$ cat config.mk
export PLATFORM = sky130hd
export DESIGN_NAME = rf_wb_arbiter
export DESIGN_NICKNAME = d
export VERILOG_FILES = /design/src/rtl/rf_wb_pkg.sv /design/src/rtl/rr_pick.sv /design/src/rtl/rf_wb_arbiter.sv
export SDC_FILE = /design/constraint.sdc
export NUM_CORES = 1
export LEC_CHECK = 0
export CORE_ASPECT_RATIO = 0.6
export CORE_MARGIN = 2
export CORE_UTILIZATION = 40
export DETAILED_ROUTE_END_ITERATION = 8
export PLACE_DENSITY = 0.65
export SYNTH_ARGS = -nofsm -noshare
export SYNTH_HDL_FRONTEND = slang
export SYNTH_SLANG_ARGS = --single-unit
$ cat constraint.sdc
create_clock -name clk -period 8.15 [get_ports clk]
set_input_delay 0.815 -clock clk [delete_from_list [all_inputs] [get_ports clk]]
set_output_delay 0.815 -clock clk [all_outputs]
set_load 0.02 [all_outputs]
$ cat src/rtl/rf_wb_pkg.sv
// Shared constants for the register-file writeback arbiter.
package rf_wb_pkg;

   // Default register address and data widths.
   localparam int unsigned RF_AW = 5;
   localparam int unsigned RF_DW = 32;

   // Fixed source slots on the writeback network.
   localparam int unsigned SRC_ALU = 0;
   localparam int unsigned SRC_MEM = 1;
   localparam int unsigned SRC_MUL = 2;

endpackage

$ cat src/rtl/rr_pick.sv
// Rotating first-set search: returns the first requesting, non-excluded index at or after start,
// wrapping modulo N.
module rr_pick #(
   parameter int unsigned N  = 3,
   parameter int unsigned IW = 2
) (
   input  logic [N-1:0]  req,
   input  logic [IW-1:0] start,
   input  logic [N-1:0]  excl,
   output logic [IW-1:0] idx,
   output logic          found
);

   // Walk the ring from the far end back towards start so the nearest candidate wins last.
   always_comb begin
      logic [IW-1:0] j;
      idx   = '0;
      found = 1'b0;
      for (int k = int'(N) - 1; k >= 0; k--) begin
         j = IW'((32'(start) + 32'(k)) % N);
         if (req[j] && !excl[j]) begin
            idx   = j;
            found = 1'b1;
         end
      end
   end

endmodule

$ cat src/rtl/rf_wb_arbiter.sv
// Register-file writeback arbiter: one holding entry per source, two RF write ports, round-robin
// scan starting at rr. Port 2 never writes the same register as port 1 in a cycle.
// Optional feature: define RF_WB_STALL_CNT_EN to add the 32-bit stall_cnt output.
module rf_wb_arbiter
   import rf_wb_pkg::*;
#(
   parameter int unsigned NSRC = 3,
   parameter int unsigned AW   = RF_AW,
   parameter int unsigned DW   = RF_DW
) (
   input  logic                 clk,
   input  logic                 rst,
   input  logic [NSRC-1:0]      src_valid,
   input  logic [NSRC*AW-1:0]   src_addr,
   input  logic [NSRC*DW-1:0]   src_data,
   output logic [NSRC-1:0]      src_ready,
   input  logic                 flush,
   output logic                 we,
   output logic [AW-1:0]        waddr,
   output logic [DW-1:0]        wdata,
   output logic                 we2,
   output logic [AW-1:0]        waddr2,
   output logic [DW-1:0]        wdata2,
   output logic [2**AW-1:0]     busy
`ifdef RF_WB_STALL_CNT_EN
   ,
   output logic [31:0]          stall_cnt
`endif
);

   localparam int unsigned IW = $clog2(NSRC);

   logic [NSRC-1:0] hv_q, hv_d;
   logic [AW-1:0]   ha_q [NSRC];
   logic [DW-1:0]   hd_q [NSRC];
   logic [IW-1:0]   rr_q, rr_d;

   logic [IW-1:0]   idx1, idx2;
   logic            found1, found2;
   logic            gnt1, gnt2;
   logic [NSRC-1:0] same;
   logic [NSRC-1:0] gnt;
   logic [NSRC-1:0] accept;

   // Port 1: first held entry in scan order.
   rr_pick #(
      .N  (NSRC),
      .IW (IW)
   ) u_pick1 (
      .req   (hv_q),
      .start (rr_q),
      .excl  ('0),
      .idx   (idx1),
      .found (found1)
   );

   // Entries targeting the port-1 register (including port 1 itself) are kept off port 2.
   always_comb begin
      same = '0;
      for (int i = 0; i < int'(NSRC); i++) begin
         same[i] = (ha_q[i] == ha_q[idx1]);
      end
   end

   // Port 2: next held entry in scan order with a different register.
   rr_pick #(
      .N  (NSRC),
      .IW (IW)
   ) u_pick2 (
      .req   (hv_q),
      .start (rr_q),
      .excl  (same),
      .idx   (idx2),
      .found (found2)
   );

   // Grants, acceptances and next held state; flush kills both grants and loads.
   always_comb begin
      gnt1 = found1 && !flush;
      gnt2 = found1 && found2 && !flush;
      gnt  = '0;
      if (gnt1) gnt[idx1] = 1'b1;
      if (gnt2) gnt[idx2] = 1'b1;
      src_ready = ~hv_q | gnt;
      accept    = src_valid & src_ready & {NSRC{!flush}};
      if (flush) begin
         hv_d = '0;
      end else begin
         hv_d = accept | (hv_q & ~gnt);
      end
   end

   // Pointer moves just past the last entry granted in scan order; holds when idle.
   always_comb begin
      rr_d = rr_q;
      if (gnt2) begin
         rr_d = (idx2 == IW'(NSRC - 1)) ? '0 : idx2 + IW'(1);
      end else if (gnt1) begin
         rr_d = (idx1 == IW'(NSRC - 1)) ? '0 : idx1 + IW'(1);
      end
   end

   // Held entries and round-robin pointer.
   always_ff @(posedge clk or posedge rst) begin
      if (rst) begin
         hv_q <= '0;
         rr_q <= '0;
         for (int i = 0; i < int'(NSRC); i++) begin
            ha_q[i] <= '0;
            hd_q[i] <= '0;
         end
      end else begin
         hv_q <= hv_d;
         rr_q <= rr_d;
         for (int i = 0; i < int'(NSRC); i++) begin
            if (accept[i]) begin
               ha_q[i] <= src_addr[i*AW +: AW];
               hd_q[i] <= src_data[i*DW +: DW];
            end
         end
      end
   end

   // RF write ports straight from the granted entries; idle ports read as zero.
   always_comb begin
      we     = 1'b0;
      waddr  = '0;
      wdata  = '0;
      we2    = 1'b0;
      waddr2 = '0;
      wdata2 = '0;
      if (gnt1) begin
         we    = 1'b1;
         waddr = ha_q[idx1];
         wdata = hd_q[idx1];
      end
      if (gnt2) begin
         we2    = 1'b1;
         waddr2 = ha_q[idx2];
         wdata2 = hd_q[idx2];
      end
   end

   // Pending-write scoreboard derived only from held state.
   always_comb begin
      busy = '0;
      for (int i = 0; i < int'(NSRC); i++) begin
         if (hv_q[i]) busy[ha_q[i]] = 1'b1;
      end
   end

`ifdef RF_WB_STALL_CNT_EN
   logic [31:0] stall_q;

   // Counts cycles where at least one held entry waits; saturating, unaffected by flush.
   always_ff @(posedge clk or posedge rst) begin
      if (rst) begin
         stall_q <= '0;
      end else if (|(hv_q & ~gnt) && (stall_q != 32'hFFFF_FFFF)) begin
         stall_q <= stall_q + 32'd1;
      end
   end

   assign stall_cnt = stall_q;
`endif

endmodule

# ---- Yosys cells after proc, flatten, opt, wreduce, memory -nomap -nowiden
# Index checks and enable logic that the tools add are counted.
dict set report totals {
  wordCells 137
  output_inout_bits 111
  inputBits 117
  regBits 116
}
dict set report op_classes {
  n_div 3
  reduce_logical 22
  n_lt_le_gt_ge 15
  n_mux 68
  n_bitwise 12
  n_eq_ne 5
  addsub 4
}
# cell n
set op_table {}
lappend op_table {{$mux W32} 9}
lappend op_table {{$bmux W32 S2} 2}
lappend op_table {{$mod A32 B2 Y32 const B} 2}
lappend op_table {{$or A32 B32 Y32} 2}
lappend op_table {{$mod A2 B2 Y32 const B} 1}
lappend op_table {{$mux W5} 6}
lappend op_table {{$mux W1} 22}
lappend op_table {{$bmux W5 S2} 2}
lappend op_table {{$mux W2} 10}
lappend op_table {{$bmux W1 S2} 9}
lappend op_table {{$lt A5 B6 Y1 const B} 3}
lappend op_table {{$demux W1 S5} 3}
lappend op_table {{$eq A5 B5 Y1} 3}
lappend op_table {{$ge A5 B1 Y1 const B} 3}
lappend op_table {{$lt A2 B3 Y1 const B} 5}
lappend op_table {{$logic_and A1 B1 Y1} 14}
lappend op_table {{$and A3 B3 Y3} 3}
lappend op_table {{$mux W3} 3}
lappend op_table {{$or A3 B3 Y3} 3}
lappend op_table {{$logic_not A1 Y1} 7}
lappend op_table {{$ge A3 B3 Y1 const B} 2}
lappend op_table {{$not A2 Y3} 2}
lappend op_table {{$not A3 Y3} 2}
lappend op_table {{$add A2 B1 Y2 const B} 2}
lappend op_table {{other kinds (6)} 9}

# ---- Depth between registers and ports, before layout
# Gate-level depths: netlist of the first run.
dict set report logic_depth {
  ltp_word 32
  mapped_depth 16
  depth_no_buf 12
}

# ---- Cells and area by module
# A second synthesis of the first run with hierarchy kept.
dict set report unflattened {
  hier_cells 850
  hier_area_um2 8041.5
}
# mod instances seq_area_each_um2 area_per_inst_um2 cells_each
set by_module_without_submodules {}
lappend by_module_without_submodules {rf_wb_arbiter 1 2902.8 7616.1 782}
lappend by_module_without_submodules {rr_pick 2 0.0 212.7 34}

# ---- Worst setup path after synthesis of the first run
# Ideal clock, no wire load.
dict set report synth_timing {
  path_kind {flip-flop to output port}
  start {register rr_q[0]}
  end {output port waddr2[0]}
  stages_incl_launch_ff 16
  required_time_ns 7.335
  arrival_time_ns 3.516
  path_slack_ns 3.819
  cell_sequence {dfrtp_1 > inv_1 > ha_1 > buf_2 > a21oi_1 > o21ai_1 > nor2_1 > o21ai_0 > a41oi_1 > o31ai_1 > or4_1 > buf_2 > and2_1 > buf_6 > buf_2 > a311oi_1}
}
dict set report synth_via {
  elab_chain_len 26
}
# item line
set synth_lines {}
lappend synth_lines {{start, declared} rf_wb_arbiter.sv:36} ;# logic [IW-1:0] rr_q, rr_d;
lappend synth_lines {{start signal, assigned} rf_wb_arbiter.sv:114} ;# rr_q <= rr_d;
lappend synth_lines {{$add A2 B2 Y3} rr_pick.sv:20} ;# j = IW'((32'(start) + 32'(k)) % N);
lappend synth_lines {{$mod A32 B2 Y32} rr_pick.sv:20}
lappend synth_lines {{$bmux W1 S2} rr_pick.sv:21} ;# if (req[j] && !excl[j]) begin
lappend synth_lines {{$mux W1 (not written as such)} rr_pick.sv:21}
lappend synth_lines {{$logic_not A1 Y1} rr_pick.sv:21}
lappend synth_lines {{$logic_and A1 B1 Y1} rr_pick.sv:21}
lappend synth_lines {{$mux W2 (3 in a row)} rr_pick.sv:21}
lappend synth_lines {{$not A2 Y3 (not written as such)} rf_wb_arbiter.sv:61} ;# same[i] = (ha_q[i] == ha_q[idx1]);
lappend synth_lines {{(+5 left out)} -}
lappend synth_lines {{$mux W1 (not written as such)} rr_pick.sv:21}
lappend synth_lines {{$logic_not A1 Y1} rr_pick.sv:21}
lappend synth_lines {{$logic_and A1 B1 Y1} rr_pick.sv:21}
lappend synth_lines {{$mux W2 (3 in a row)} rr_pick.sv:21}
lappend synth_lines {{$not A2 Y3 (not written as such)} rf_wb_arbiter.sv:139} ;# waddr2 = ha_q[idx2];
lappend synth_lines {{$bmux W5 S2} rf_wb_arbiter.sv:139}
lappend synth_lines {{$mux W5 (not written as such) (2 in a row)} rf_wb_arbiter.sv:139}
lappend synth_lines {{$mux W5 (*)} rf_wb_arbiter.sv:137} ;# if (gnt2) begin
lappend synth_lines {{end, declared} rf_wb_arbiter.sv:22} ;# output logic [AW-1:0] waddr2,
# Mark *: on every way between the ends. The rest lies on a longest branch, timed or not. The select of a mux whose other input is x is not followed.

# ---- Worst setup path after layout of the first run
dict set report layout_timing {
  start {register rr_q[0]}
  end {output port we2}
}
dict set report layout_via {
  elab_chain_len 24
}
# item line
set layout_lines {}
lappend layout_lines {{$add A2 B2 Y3} rr_pick.sv:20}
lappend layout_lines {{$mod A32 B2 Y32} rr_pick.sv:20}
lappend layout_lines {{$bmux W1 S2} rr_pick.sv:21}
lappend layout_lines {{$mux W1 (not written as such)} rr_pick.sv:21}
lappend layout_lines {{$logic_not A1 Y1} rr_pick.sv:21}
lappend layout_lines {{$logic_and A1 B1 Y1} rr_pick.sv:21}
lappend layout_lines {{$mux W2 (3 in a row)} rr_pick.sv:21}
lappend layout_lines {{$not A2 Y3 (not written as such)} rf_wb_arbiter.sv:61}
lappend layout_lines {{(+3 left out)} -}
lappend layout_lines {{$eq A5 B5 Y1} rf_wb_arbiter.sv:61}
lappend layout_lines {{$bmux W1 S2} rr_pick.sv:21}
lappend layout_lines {{$mux W1 (not written as such)} rr_pick.sv:21}
lappend layout_lines {{$logic_not A1 Y1} rr_pick.sv:21}
lappend layout_lines {{$logic_and A1 B1 Y1} rr_pick.sv:21}
lappend layout_lines {{$mux W1 (3 in a row)} rr_pick.sv:21}
lappend layout_lines {{$logic_and A1 B1 Y1 (*) (2 in a row)} rf_wb_arbiter.sv:80} ;# gnt2 = found1 && found2 && !flush;
lappend layout_lines {{$mux W1 (*)} rf_wb_arbiter.sv:137}
lappend layout_lines {{end, declared} rf_wb_arbiter.sv:21} ;# output logic we2,
# Marked as above.

==> results of run 1 <==
[layer usage]
layer / track usage (%) / up-vias / share of wire, %
li1: - / 5890 / -
met3: 10.0 / 67 / 13
met2: 43.0 / 731 / 40
met1: 48.1 / 6244 / 45
met4: 9.68 / 0 / 2.3
met5: 0.667 / - / 0
[worst max-delay path, stage by stage (launching register included)]
cell and delay [ns]:
dfrtp_1 0.37, inv_1 0.05, ha_1 0.45, nor2b_1 0.21, o211a_1 0.30, nor2_4 0.30
buf_4 0.39, o311ai_0 0.23, or4_1 0.54, a31oi_1 0.17, or4_1 0.12, buf_4 0.41
and2_4 0.73, inv_2 0.52, clkdlybuf4s50_1 0.67
[area by class of cell]
type,instances,area (um^2),area share (%)
clock buffer,22,474,3.52
clock inverter,10,105,0.781
inverter,17,66.3,0.493
multi-input combinational,1236,7020,52.2
sequential,116,2900,21.6
tap,360,450,3.35
timing repair buffer,249,2440,18.1
[stage by stage]
step,hold WS (ns),instance area (um^2)
final,0.542,13500
after global routing,0.586,13500
after CTS,0.539,13500
after detailed placement,0.527,12900
after global placement,0.518,12900
after floorplan,0.489,10700
[worst min-delay path by stage]
stage	cells past startpoint	slack, ns	endpoint	startpoint
4_1_cts	2	0.54	rr_q[0]$_DFFE_PP0P_	rr_q[0]$_DFFE_PP0P_
2_1_floorplan	2	0.49	rr_q[0]$_DFFE_PP0P_	rr_q[0]$_DFFE_PP0P_
3_3_place_gp	2	0.52	rr_q[0]$_DFFE_PP0P_	rr_q[0]$_DFFE_PP0P_
5_1_grt	2	0.59	rr_q[0]$_DFFE_PP0P_	rr_q[0]$_DFFE_PP0P_
3_5_place_dp	2	0.53	rr_q[0]$_DFFE_PP0P_	rr_q[0]$_DFFE_PP0P_
6_report	2	0.54	rr_q[0]$_DFFE_PP0P_	rr_q[0]$_DFFE_PP0P_
[cells in the final DEF (no fill, tap or decap), types with 20 or more instances in the layout]
| cell type | instances |
|---|---|
| dfrtp_1 | 116 |
| a311o_1 | 37 |
| o311ai_1 | 37 |
| a311oi_2 | 28 |
| nor2_1 | 135 |
| buf_4 | 22 |
| clkdlybuf4s50_1 | 227 |
| a22oi_1 | 30 |
| o221ai_1 | 75 |
| nand4_1 | 40 |
| o21ai_0 | 82 |
| nor3_1 | 20 |
| a31oi_1 | 80 |
| nand2_1 | 513 |
| a311oi_1 | 46 |
[power by group through the flow]
stage,combinational [mW],sequential (mW),clock [mW]
after CTS,3.22,1.51,0.763
after global routing,3.55,1.59,0.786
after detailed placement,3.21,1.52,0
after global placement,3.16,1.51,0
after floorplan,2.40,1.12,0
final,3.28,1.56,0.756
[logic make-up (layout without fill, tap and decap cells)]
group	Yosys count	count (layout)
and+or+nand+nor	761	761
AOI/OAI and AO/OA	463	463
buffers and inverters	194	298
DFF	116	116
xor gates and xnor gates	7	7
adders and majority gates	3	3
muxes	2	2
[registers in the layout, indices dropped and copies added, names as in the netlist]
signal  cells
ha_q       15
hd_q       96
hv_q        3
rr_q        2
==> impl_metrics.yaml, run 1 <==
clock_tree:
  cts_sinks: 116
  htreeDepth: 4
  cts_resized: 0
  clkTransAtPathRegs_ns: 0.06
  clock_latency_ns: 0.44
  cts_made_buffers: 17
  ctsHoldBuffers: 0
  cts_tree: "done"
  cts_setup_buffers: 0
  cts_buffer_depth: 2
  root_buffer: "clkbuf_16"
logic_synthesis:
  syn_inst: 1546
  ys_ff_latch: 116
  synth-warning-count: 0
  synth_adder_area_share_pct: 0.329
  synthTopCellsByArea: "dfrtp_1 27%, nand2_1 18%, o221ai_1 6.2%, nor2_1 4.8%, a31oi_1 4.7%"
  synth_common_cells: "516 x nand2_1, 137 x nor2_1, 130 x clkbuf_1"
  muxShareOfSynthArea_pct: 0.200
  synthArstFlopShare_pct: 100
  synth_top_family_by_area: "compound AO/OA/AOI/OAI gates"
  synthSimpleGateAreaFrac_pct: 29.3
  ys_seq_area_share_pct: 27.3
  yosysTopAreaCellShare_pct: 27.3
  avgSynthCellArea_um2: 6.89
  synth_largest_area_cell: "dfrtp_1"
  synthFlopType: "dfrtp_1"
  synth_area_um2: 10700
  synth_compound_area_share_pct: 34.5
  synth_xor_area_share_pct: 0.576
  netlist-cell-type-count: 62
  syn_nets: 1665
  yosysMostFrequentCell: "nand2_1"
  synth_edf_count: 0
min_path:
  hold_path_class: "reg2reg"
worst_setup_path:
  r2r_end: "hv_q[2]$_DFF_PP0_"
  critical_path.endpoint: "we2"
  worstSetupPathType: "reg2out"
  start_kind: "flip-flop"
  cp_max_fo: 55
  crit_path_start: "rr_q[0]$_DFFE_PP0P_"
  crit_path_end_kind: "output pin"
  cp_data_arrival_time_ns: 5.94
  r2r_start: "rr_q[0]$_DFFE_PP0P_"
  reg2regPathDepth: 14
  rrSetupSlack_ns: 2.88
  worstPathRequired_ns: 7.34
finish:
  drive_gt1_share_pct: 6.12
  instances_no_fill: 2010
  final_nets: 1756
  fill_cells: 2649
  diodes: 0
  syn_to_final_growth_pct: 26.3
  final_util_pct: 51.1
timing:
  layout_min_cycle_time_ns: 6.76
  tns_ns: 0
  finalWorstSetupSlack_ns: 1.39
  clock.fmax_mhz: 148
  max_slew_margin_pct: 15.8
  slew_viol_final: 0
  hold_viol_final: 0
  tightest_slew_ns: 1.26
  finalCritPeriodShare_pct: 82.9
  clock_skew_ns: 0.00972
  setup_viol: 0
  rsz0062_at_grt: "false"
power_and_ir_drop:
  sw_frac_of_total_pct: 54.6
  power_mw: 5.60
  p_int_mw: 2.54
  ir_worst_vdd_v: 0.000203
  pwr-share-seq_pct: 28.0
  p_leak_nw: 5.07
  p_per_area_nw_per_um2: 416
  comb_power_share_pct: 58.5
  p_switching_mw: 3.06
  pwr-share-clk_pct: 13.5
route:
  viasPerCell: 6.43
  first_pass_iters: 6
  route.detailed.drc: 0
  route.final.wire_length_um: 45700
  drtIter0Drc: 1978
  wire_per_inst_um: 22.7
  vias: 12932
  ant_nets: 0
global_routing:
  grt_usage_pct: 32.1
  antenna_found_initial: 1
  grt_pass1_wl_um: 69700
  grt_max_degree: 114
  overflow: 0
  grt_pass1_vias: 11617
floorplan:
  coreArea_um2: 26300
  io-pin-count: 228
  rows: 46
  die_x_um: 215
  die_h_um: 130
  die_area_um2: 28000
  start_util_pct: 40.5
placed_design:
  post-dp-hpwl_um: 31800
  place_ws_ns: 1.93
  place_inst: 1978
  io_buffers: 227
  gp_congestion: 0.966
status:
  status: "completed"
run:
  drv_cap: 0
Note: power is estimated with default switching activity, not from simulation.
==> inputs of run 2 (changes only) <==
- PLACE_DENSITY: 0.65 -> 0.68
- clock period: 8.15 -> 5.85 ns (I/O delays scaled with it)
==> impl_metrics.yaml, run 2 (synthesis gave the netlist of run 1 again) <==
floorplan:
  die_h_um: 130
  rows: 46
  die_area_um2: 28000
  die_x_um: 215
  io-pin-count: 228
  start_util_pct: 40.5
  coreArea_um2: 26300
run:
  drv_cap: 0
timing:
  clock_skew_ns: 0.00947
  slew_viol_final: 0
  clock.fmax_mhz: 179
  layout_min_cycle_time_ns: 5.58
  rsz0062_at_grt: "false"
  finalCritPeriodShare_pct: 95.4
  tns_ns: 0
  max_slew_margin_pct: 16.0
  hold_viol_final: 0
  tightest_slew_ns: 1.26
  setup_viol: 0
  holdWs_ns: 0.533
global_routing:
  top_usage_layer: "met1"
  grt_max_degree: 113
  antenna_found_initial: 0
  grt_pass1_vias: 11851
  met1_usage_pct: 51.2
  grt_usage_pct: 33.5
  grt_pass1_wl_um: 72400
  grtUsageMet3_pct: 10.2
  gr-usage-met2_pct: 44.4
  overflow: 0
clock_tree:
  htreeDepth: 4
  clock_latency_ns: 0.43
  cts_buffer_depth: 2
  cts_made_buffers: 17
  clkTransAtPathRegs_ns: 0.05
  root_buffer: "clkbuf_16"
  ctsHoldBuffers: 0
  cts_tree: "done"
  cts_sinks: 116
finish:
  final_util_pct: 51.9
  largest_reg_flops: 96
  final_nets: 1780
  drive_gt1_share_pct: 7.36
  layout_commonest_cell: "nand2_1"
  largest-register: "hd_q"
  syn_to_final_growth_pct: 28.3
  layout_common_cells: "514 x nand2_1, 227 x clkdlybuf4s50_1, 135 x nor2_1"
  diodes: 0
  reg_top3: "hd_q: 96 flops, ha_q: 15 flops, hv_q: 3 flops"
min_path:
  hold_path_class: "reg2reg"
  hp-start: "rr_q[0]$_DFFE_PP0P_"
  min_to: "rr_q[0]$_DFFE_PP0P_"
  holdPathStages: 2
worst_setup_path:
  cp_data_arrival_time_ns: 4.99
  crit_slowest_cell: "clkdlybuf4s50_1"
  worstSetupPathType: "reg2out"
  crit_path_end_kind: "output pin"
  r2r_end: "hd_q[44]$_DFFE_PP0P_"
  r2r_start: "rr_q[0]$_DFFE_PP0P_"
  cp_cell_sequence: "inv_1 > ha_2 > nor2b_1 > o211a_1 > nor2_4 > buf_4 > o311a_1 > a31o_2 > o21ai_0 > nand2_4 > a311oi_1 > clkdlybuf4s50_1"
  cp_num_buf_inv: 3
  crit_path_start: "rr_q[0]$_DFFE_PP0P_"
  reg2regPathDepth: 13
  cp_max_fo: 42
  crit_cells: 12
  rrSetupSlack_ns: 1.52
  cp_top_family: "compound AO/OA/AOI/OAI gates"
  start_kind: "flip-flop"
  critical_path.max_stage_delay_ns: 0.70
  worstPathRequired_ns: 5.27
route:
  drtIter0Drc: 1803
  ant_nets: 0
  first_pass_iters: 6
  viasPerCell: 6.54
  wire_per_inst_um: 23.5
  vias: 13294
  route.final.wire_length_um: 47800
  route.detailed.drc: 0
placed_design:
  io_buffers: 227
  post-dp-hpwl_um: 33600
  gp_congestion: 1.03
power_and_ir_drop:
  power_mw: 8.02
  ir_worst_vdd_v: 0.000268
  p_leak_nw: 5.18
  p_per_area_nw_per_um2: 587
status:
  status: "completed"
run 2: area by class of cell:
class,count,area [um^2]
clock inverters,9,129
well taps,360,450
clock buffers,21,470
inverters,17,66.3
repair buffers,272,2620
fillers,2512,12600
multi-input cells,1237,7020
flip-flops and latches,116,2900
run 2: layer usage:
metal,share of wire [%],up-vias
li1,-,5930
met1,46,6453
met2,39,838
met3,13,73
met4,2.2,0
met5,0,-
run 2: how the worst max path moves through the flow:
stage,slack [ns],end
CTS,0.15,wdata2[6]
floorplan,1.75,waddr2[0]
global placement,0.65,wdata2[15]
finish,0.27,wdata2[22]
global route,0.05,wdata2[15]
detailed placement,0.59,wdata2[6]
run 2: per-stage QoR:
stage | instance area, um^2 | setup slack, ns | std cells
after floorplan | 10700 | 1.75 | 1546
after global placement | 13000 | 0.652 | 2001
after detailed placement | 13000 | 0.592 | 2001
after CTS | 13600 | 0.147 | 2031
after global routing | 13700 | 0.0453 | 2032
final | 13700 | 0.271 | 2032
run 2: worst reg2reg max path: cells and delay by family, from the launching register on:
kind | cells | cell delay [ns]
flip-flops | 1 | 0.39
buffers and inverters | 3 | 0.74
AND/OR/NAND/NOR | 3 | 0.77
adder cells (fa/ha/maj) | 1 | 0.35
AO/OA/AOI/OAI | 6 | 1.97
run 2: report_power, final:
part           switching, mW  internal [mW]  total (mW)
Clock                  0.399          0.696        1.10
Combinational           3.09           1.79        4.88
Sequential             0.859           1.19        2.05
Total                   4.35           3.68        8.02
run 2: timing repair:
action | in CTS | in global routing
setup buffers | 0 | 0
resized for setup | 0 | 2
endpoints found under the setup margin | 0 | 34
